File: config.mk
export PLATFORM = sky130hd
export DESIGN_NAME = apb_req_arbiter
export DESIGN_NICKNAME = d
export VERILOG_FILES = /design/src/rtl/apb_req_arbiter.sv
export SDC_FILE = /design/constraint.sdc
export NUM_CORES = 1
export LEC_CHECK = 0
export ABC_AREA = 0
export BUFFER_PORTS_ARGS = -buffer_cell sky130_fd_sc_hd__buf_4
export CAP_MARGIN = 20
export CORE_AREA = 4 4 84 165
export CTS_CLUSTER_SIZE = 16
export DETAILED_ROUTE_END_ITERATION = 12
export DIE_AREA = 0 0 88 169
export PLACE_DENSITY = 0.73
export SETUP_SLACK_MARGIN = 0.05
export SYNTH_ARGS = -nofsm -noshare
export SYNTH_HDL_FRONTEND = slang
export SYNTH_SLANG_ARGS = --single-unit
File: constraint.sdc
create_clock -name clk -period 3.5 [get_ports clk]
set_input_delay 0.525 -clock clk [delete_from_list [all_inputs] [get_ports clk]]
set_output_delay 0.525 -clock clk [all_outputs]
set_load 0.05 [all_outputs]
File: src/rtl/apb_req_arbiter.sv
// Round-robin APB master sharing one slave port among NREQ requesters.
// Sequences IDLE/SETUP/ACCESS and completes with an error after TIMEOUT ACCESS cycles.
module apb_req_arbiter #(
  parameter int NREQ    = 4,
  parameter int AWIDTH  = 8,
  parameter int DWIDTH  = 32,
  parameter int TIMEOUT = 16
) (
  input  logic                     clk,
  input  logic                     rst,
  input  logic [NREQ-1:0]          req,
  input  logic [NREQ-1:0]          req_write,
  input  logic [NREQ*AWIDTH-1:0]   req_addr,
  input  logic [NREQ*DWIDTH-1:0]   req_wdata,
  output logic [NREQ-1:0]          req_done,
  output logic [DWIDTH-1:0]        rsp_rdata,
  output logic                     rsp_err,
  output logic [$clog2(NREQ)-1:0]  rsp_id,
  output logic                     busy,
  output logic                     p_sel,
  output logic                     p_en,
  output logic                     p_write,
  output logic [AWIDTH-1:0]        addr,
  output logic [DWIDTH-1:0]        wdata,
  input  logic [DWIDTH-1:0]        rdata,
  input  logic                     p_ready
);

  localparam int IDW = $clog2(NREQ);
  localparam int CW  = $clog2(TIMEOUT);

  typedef enum logic [1:0] {S_IDLE, S_SETUP, S_ACCESS} state_t;

  state_t          state;
  logic [IDW-1:0]  ptr;
  logic [IDW-1:0]  win;
  logic [IDW-1:0]  pick;
  logic [IDW-1:0]  ptr_next;
  logic [CW-1:0]   cnt;
  logic [NREQ-1:0] elig;
  logic            found;
  logic            finish;
  int unsigned     j;

  // A requester whose done pulse is visible this cycle is masked so it is not reissued.
  always_comb begin
    elig  = req & ~req_done;
    pick  = ptr;
    found = 1'b0;
    j     = 0;
    for (int unsigned k = 0; k < NREQ; k++) begin
      j = (32'(ptr) + k) % NREQ;
      if (!found && elig[j]) begin
        found = 1'b1;
        pick  = IDW'(j);
      end
    end
  end

  always_comb begin
    ptr_next = (win == IDW'(NREQ - 1)) ? '0 : win + 1'b1;
    finish   = p_ready || (cnt == CW'(TIMEOUT - 1));
  end

  always_ff @(posedge clk or posedge rst) begin
    if (rst) begin
      state     <= S_IDLE;
      ptr       <= '0;
      win       <= '0;
      cnt       <= '0;
      req_done  <= '0;
      rsp_rdata <= '0;
      rsp_err   <= 1'b0;
      rsp_id    <= '0;
      busy      <= 1'b0;
      p_sel     <= 1'b0;
      p_en      <= 1'b0;
      p_write   <= 1'b0;
      addr      <= '0;
      wdata     <= '0;
    end else begin
      req_done <= '0;
      case (state)
        S_IDLE: begin
          if (found) begin
            win     <= pick;
            addr    <= req_addr[32'(pick)*AWIDTH +: AWIDTH];
            wdata   <= req_wdata[32'(pick)*DWIDTH +: DWIDTH];
            p_write <= req_write[pick];
            p_sel   <= 1'b1;
            busy    <= 1'b1;
            state   <= S_SETUP;
          end
        end
        S_SETUP: begin
          p_en  <= 1'b1;
          cnt   <= '0;
          state <= S_ACCESS;
        end
        S_ACCESS: begin
          // A ready arriving on the final allowed cycle still counts as success.
          if (finish) begin
            req_done[win] <= 1'b1;
            rsp_id        <= win;
            rsp_err       <= ~p_ready;
            rsp_rdata     <= (p_ready && !p_write) ? rdata : '0;
            p_sel         <= 1'b0;
            p_en          <= 1'b0;
            busy          <= 1'b0;
            ptr           <= ptr_next;
            state         <= S_IDLE;
          end else begin
            cnt <= cnt + 1'b1;
          end
        end
        default: state <= S_IDLE;
      endcase
    end
  end

endmodule

==> Word-level counts from Yosys, hierarchy flattened <==
Index checks and enable logic that the tools add are counted.
{ "totals": {"reg_bits": 92, "in_bits": 203} }
{ "classes": {"addsub": 5, "n_lt_le_gt_ge": 7, "eq_ne": 7, "n_shift": 2, "muxes": 32, "n_bitwise": 3, "reduce_logical": 19} }
{ "op_table": {"columns": ["op", "n"], "rows": [
  ["variable part select 128 x 8 -> 32 bit", 1],
  ["2-to-1 mux 32 bit", 1],
  ["variable part select 32 x 6 -> 8 bit", 1],
  ["< comparator 2 x 3 -> 1 bit, second input constant", 6],
  ["2-to-1 mux 1 bit", 12],
  ["2-to-1 mux 2 bit", 6],
  ["2-to-1 mux 4 bit", 3],
  ["binary-select mux 1 bit (select 2 bit)", 5],
  ["AND reduction 2 bit", 5],
  ["one-hot mux 4 bit (2 select lines)", 1],
  ["!= test 2 bit, second input constant", 3],
  ["one-hot mux 2 bit (3 select lines)", 1],
  ["logical AND 1 bit", 5],
  ["adder 2 x 1 -> 2 bit, second input constant", 2],
  ["adder 2 bit, second input constant", 2],
  ["adder 4 x 1 -> 4 bit, second input constant", 1],
  ["bitwise AND 4 bit", 1],
  ["== test 2 bit, second input constant", 2],
  ["== test 4 bit, second input constant", 1],
  ["logical NOT 1 bit", 4],
  ["NOT 4 bit", 1],
  ["one-hot mux 1 bit (2 select lines)", 2],
  ["nonzero test 2 bit", 2],
  ["AND reduction 3 bit", 1],
  ["6 further kinds", 6]
]} }

==> Depth between registers and ports, before layout <==
{ "depth": {"word_depth": 16, "depth_mapped": 8} }

==> Worst setup path before layout <==
OpenSTA, ideal clock, no wires.
{ "synth_path": {"path_type": "register -> register", "from": "register req_done[2]", "to": "register addr[0]", "arrival_ns": 1.888, "slack_ns": 1.517, "stages_incl_launch_ff": 9, "n_path_buf": 2, "synth_period_minus_slack_ns": 1.983, "cell_sequence": "dfrtp_1 -> nand2b_4 -> a211oi_2 -> o22ai_2 -> and2_1 -> buf_4 -> buf_6 -> nand2_1 -> a311oi_2"} }
{ "synth_between": {"elab_chain_cells": 15, "elab_cells_between_ends": 25, "cone_classes": "shift (1); mux (15); bitwise (2); reduce/logical (7)"} }
{ "synth_rtl": {"columns": ["item", "line_no", "source"], "rows": [
  ["start: declaration", "15", "output logic [NREQ-1:0] req_done,"],
  ["start signal: assignment", "71", "req_done <= '0;"],
  ["start signal: assignment", "82", "req_done <= '0;"],
  ["start signal: indexed assignment", "103", "req_done[win] <= 1'b1;"],
  ["NOT 4 bit (*)", "47", "elig = req & ~req_done;"],
  ["bitwise AND 4 bit (*)", "47", null],
  ["binary-select mux 1 bit (select 2 bit)", "53", "if (!found && elig[j]) begin"],
  ["2-to-1 mux 1 bit (not written as such)", "53", null],
  ["2-to-1 mux 1 bit", "53", null],
  ["logical NOT 1 bit", "53", null],
  ["logical AND 1 bit", "53", null],
  ["2-to-1 mux 1 bit", "53", null],
  ["logical NOT 1 bit", "53", null],
  ["logical AND 1 bit", "53", null],
  ["2-to-1 mux 1 bit", "53", null],
  ["logical NOT 1 bit", "53", null],
  ["logical AND 1 bit", "53", null],
  ["2-to-1 mux 2 bit or 2-to-1 mux 1 bit (tied branches)", "53", null],
  ["variable part select 32 x 6 -> 8 bit or AND reduction 2 bit (tied branches)", null, null],
  ["end signal: assignment", "87", "addr <= req_addr[32'(pick)*AWIDTH +: AWIDTH];"],
  ["end: declaration", "23", "output logic [AWIDTH-1:0] addr,"]
]} }
Mark *: on every way between the ends. The rest lies on a longest branch, timed or not. The select of a mux whose other input is x is not followed.
A chain may end at the register's enable or synchronous reset.

==> Worst setup path in the final report <==
{ "layout_path": {"from": "register req_done[3]", "to": "register wdata[8]"} }
{ "layout_between": {"elab_chain_cells": 15, "elab_cells_between_ends": 25, "cone_classes": "shift (1); mux (15); bitwise (2); reduce/logical (7)"} }
{ "layout_rtl": {"columns": ["item", "line_no", "source"], "rows": [
  ["NOT 4 bit (*)", "47", null],
  ["bitwise AND 4 bit (*)", "47", null],
  ["binary-select mux 1 bit (select 2 bit)", "53", null],
  ["2-to-1 mux 1 bit (not written as such)", "53", null],
  ["2-to-1 mux 1 bit", "53", null],
  ["logical NOT 1 bit", "53", null],
  ["logical AND 1 bit", "53", null],
  ["2-to-1 mux 1 bit", "53", null],
  ["logical NOT 1 bit", "53", null],
  ["logical AND 1 bit", "53", null],
  ["2-to-1 mux 1 bit", "53", null],
  ["logical NOT 1 bit", "53", null],
  ["logical AND 1 bit", "53", null],
  ["2-to-1 mux 2 bit or 2-to-1 mux 1 bit (tied branches)", "53", null],
  ["variable part select 128 x 8 -> 32 bit or AND reduction 2 bit (tied branches)", null, null],
  ["end signal: assignment", "88", "wdata <= req_wdata[32'(pick)*DWIDTH +: DWIDTH];"],
  ["end: declaration", "24", "output logic [DWIDTH-1:0] wdata,"]
]} }
Marks and branches as above.

==> metrics.md <==
| Metric | Value |
|---|---|
| Status | complete, no violations |
| Synth top area cells | dfrtp_1 (47%), nand2_1 (12%), a211oi_1 (6.2%) |
| Top achievable clock speed | 434 MHz |
| TritonCTS buffer count | 9 |
| Highest metal used | met4 |
| Slowest stage cell, crit path | and2_2 |
| I/O pin count | 286 |
| Remaining DRCs | 0 |
| Levels on crit path | 6 |
| First-pass GRT wire length | 26.5 mm |
| CP Cell Sequence | nor2b_4, o22ai_1, a21oi_4, and2_2, nand2_1, a311oi_1 |
| Worst Path Buf+Inv | 0 |
| Seq pwr share | 0.251 |
| Cell family with the largest share of critical-path delay | simple AND/OR/NAND/NOR gates |
| Initial detailed-routing violation count | approximately 240 |
| Detailed Route WL | 17.5 mm |
| Crit path kind | flip-flop to flip-flop |
| Seq/Total Area, Yosys | 0.466 |
| H-tree depth | 3 |
| Initial antenna violation count | 0 |
| Die W | 88 um |
| Synth area leader | dfrtp_1 |
| Final instance area | 7450 um2 |
| Net Sw Power | 0.00392 W |
| Combinational Power Share | 0.618 |
| Worst-margin pin slew | 0.889 ns |
| Row count | 58 |
| Async SR Flop Fraction | 1.00 |
| Vias in the first global route | about 5.3k |
| Count of different cell masters after synthesis | 38 |
| Area post-placement | 7110 um2 |
| Commonest non-fill, non-tap cell in the layout | buf_4 |
| Final Util | 0.593 |
| TNS Setup | 0 ns |
| Routed wl met3 | 1.24 mm |
| Tcrit/Tclk final | 0.658 |
| Max Buffers Root-to-Sink | 2 |
| Period minus WS final | 2.30 ns |
| Syn_area_per_cell | between 8 and 9 um2 |
| Clock Latency Late Sink | 0.34 ns |
| Number of fill cells | 1,117 |
| Max-cap viol count | 0 |
| CTS tree | done |
| Share of cells above drive strength 1 | 0.412 |
| Worst-path clk slew | 0.07 ns |
| RR Startpoint | req_done[3] |
| Post-synthesis cell count | 558 |
| Starting Density | 0.393 |
| Average wire per standard cell | 18.0 um |
| Slack of the critical path | 1.20 ns |
| #FFs+latches synth | between 90 and 100 |
| Max Fanout on Critical Path | 42 |
| VDD IR max | 0.673 mV |
| Tightest Hold Check Type | input pin to async pin |
| CTS Sinks | 92 |
| M1 wire length | 6.17 mm |
| Via count | about 5.2k |
| N_diodes | 0 |
| Dpl ws | around 1 ns |
| Post-DRT Antenna Nets | 0 |
| Ys flop type | dfrtp_1 |
| Clock Skews | between 0.01 and 0.015 ns |
| CP required | 3.73 ns |
| CP arrival | 2.53 ns |
| Yosys Warn Count | 0 |
| Sw Share | 0.521 |
| Hold_buf cts | 0 |
| Post-synthesis cell area | 4940 um2 |
| Remaining Overflow, GRT | 0 |
| Top-area cell type share of the netlist area | 0.466 |
| Pleak | between 3 and 4 nW |
| Die Span Y | approximately 170 um |
| Largest net degree at the start of global routing | between 70 and 80 |
| Number of synthesized flops with an enable pin | 0 |
| Worst reg-to-reg path cell count | 6 |
| Worst R2R Setup Slack | between 1 and 1.5 ns |
| RSZ-0062 raised after global routing | false |
| Startpoint Class | flip-flop |
| RR Endpoint | wdata[8] |
| Worst Setup End Kind | flip-flop |
| Cells after DPL | between 900 and 1k |
| Final std cells w/o fill | slightly below 1k |
| Final setup vio count | 0 |
| CP peak stage delay | about 0.73 ns |
| Most frequent cells in the layout | buf_4 (292), nand2_1 (156), dfrtp_1 (92), nor2_1 (51) |
| Post-CTS setup buffers | 0 |
| P_int | 0.00360 W |
| Area growth from synthesis to layout | 50.9% |
| Total Routing Usage GR | 0.231 |
| Clock network power share | 0.131 |
| Fin nets | 1,026 |
| DP HPWL | 13.2 mm |
| Worst slew margin | 0.407 |
| Post_cts resized | 0 |
| Power per cell area | 1010 nW/um2 |
| WL met2 | 9.59 mm |
| Root buffer cell | clkbuf_16 |
| Router iterations before antenna repair | 6 |
| Total nets after synthesis | 766 |
| Final GP Congestion | 0.890 |
| Die area | 14,900 um2 |
| Via density | 5.39 |
| Final Hold Violating Endpoints | 0 |
| Slew Limit Fails | 0 |
| Port Buffer Count | about 290 |
| Core area | around 13,000 um2 |
-- logic make-up (layout without fill, tap and decap cells) --
family          Yosys count  count (layout)  share of synthesized area
compound gates          136             136                      0.222
fa+ha+maj                 5               5                     0.0127
buf+inv                  52             316                     0.0540
flops                    92              92                      0.466
simple gates            273             273                      0.245
-- worst max path at each step --
| stage | from | to | slack [ns] |
|---|---|---|---|
| after global placement | req[3] | addr[0] | 1.06 |
| after CTS | cnt[0] | rsp_rdata[28] | 1.14 |
| after floorplan | rst | addr[0] | 0.58 |
| final | req_done[3] | wdata[8] | 1.20 |
| after detailed placement | req[3] | addr[1] | 0.99 |
| after global routing | req_done[3] | wdata[15] | 1.07 |
-- layer usage --
metal | vias to the layer above | GRT usage
li1 | 2474 | -
met1 | 2489 | 0.243
met2 | 240 | 0.428
met3 | 33 | 0.0492
met4 | 0 | 0.0949
met5 | - | 0
-- through the flow --
stage / hold WS [ns] / power (W)
after floorplan: 0.488 / 0.00515
after global placement: 0.468 / 0.00643
after detailed placement: 0.474 / 0.00657
after CTS: 0.363 / 0.00756
after global routing: 0.387 / 0.00795
final: 0.329 / 0.00752
-- layout make-up --
class                   count  area, um2  share of cell area
multi-input cells         414       2390               0.321
flip-flops and latches     92       2300               0.309
repair buffers            295       2250               0.302
clock buffers              10        239              0.0321
well taps                 150        188              0.0252
clock inverters             5       60.1             0.00806
inverters                   6       25.0             0.00336
-- flip-flops by register name, summed over array words and instances, names as in the netlist --
signal and count:
addr 8, ptr 2, state 2, req_done 4, cnt 4, p_en 1, p_write 1, win 2
p_sel 1, rsp_err 1, rsp_id 2, rsp_rdata 32, wdata 32
-- power by group through the flow --
stage / combinational [W] / clock [W] / sequential [W]
finish: 0.00465 / 0.000988 / 0.00189
global route: 0.00495 / 0.00105 / 0.00195
CTS: 0.00466 / 0.00101 / 0.00189
detailed placement: 0.00467 / 0 / 0.00190
global placement: 0.00455 / 0 / 0.00188
floorplan: 0.00176 / 0 / 0.00339
-- cell usage after synthesis, types with 2 or more instances --
library cell / number
nor2_1: 52
buf_2: 18
a31oi_1: 2
a211oi_2: 2
nand2_1: 156
buf_6: 4
inv_1: 6
nor2b_1: 2
nand2b_1: 3
clkbuf_1: 19
nor2b_4: 2
and2_1: 5
and3_1: 41
a311oi_2: 14
dfrtp_1: 92
buf_4: 5
o21ai_1: 2
a21oi_1: 3
ha_1: 5
nor3_1: 2
a311oi_1: 27
o21ai_0: 37
nand3_1: 4
a211oi_1: 41
No activity file was read; power rests on OpenSTA's default activity.
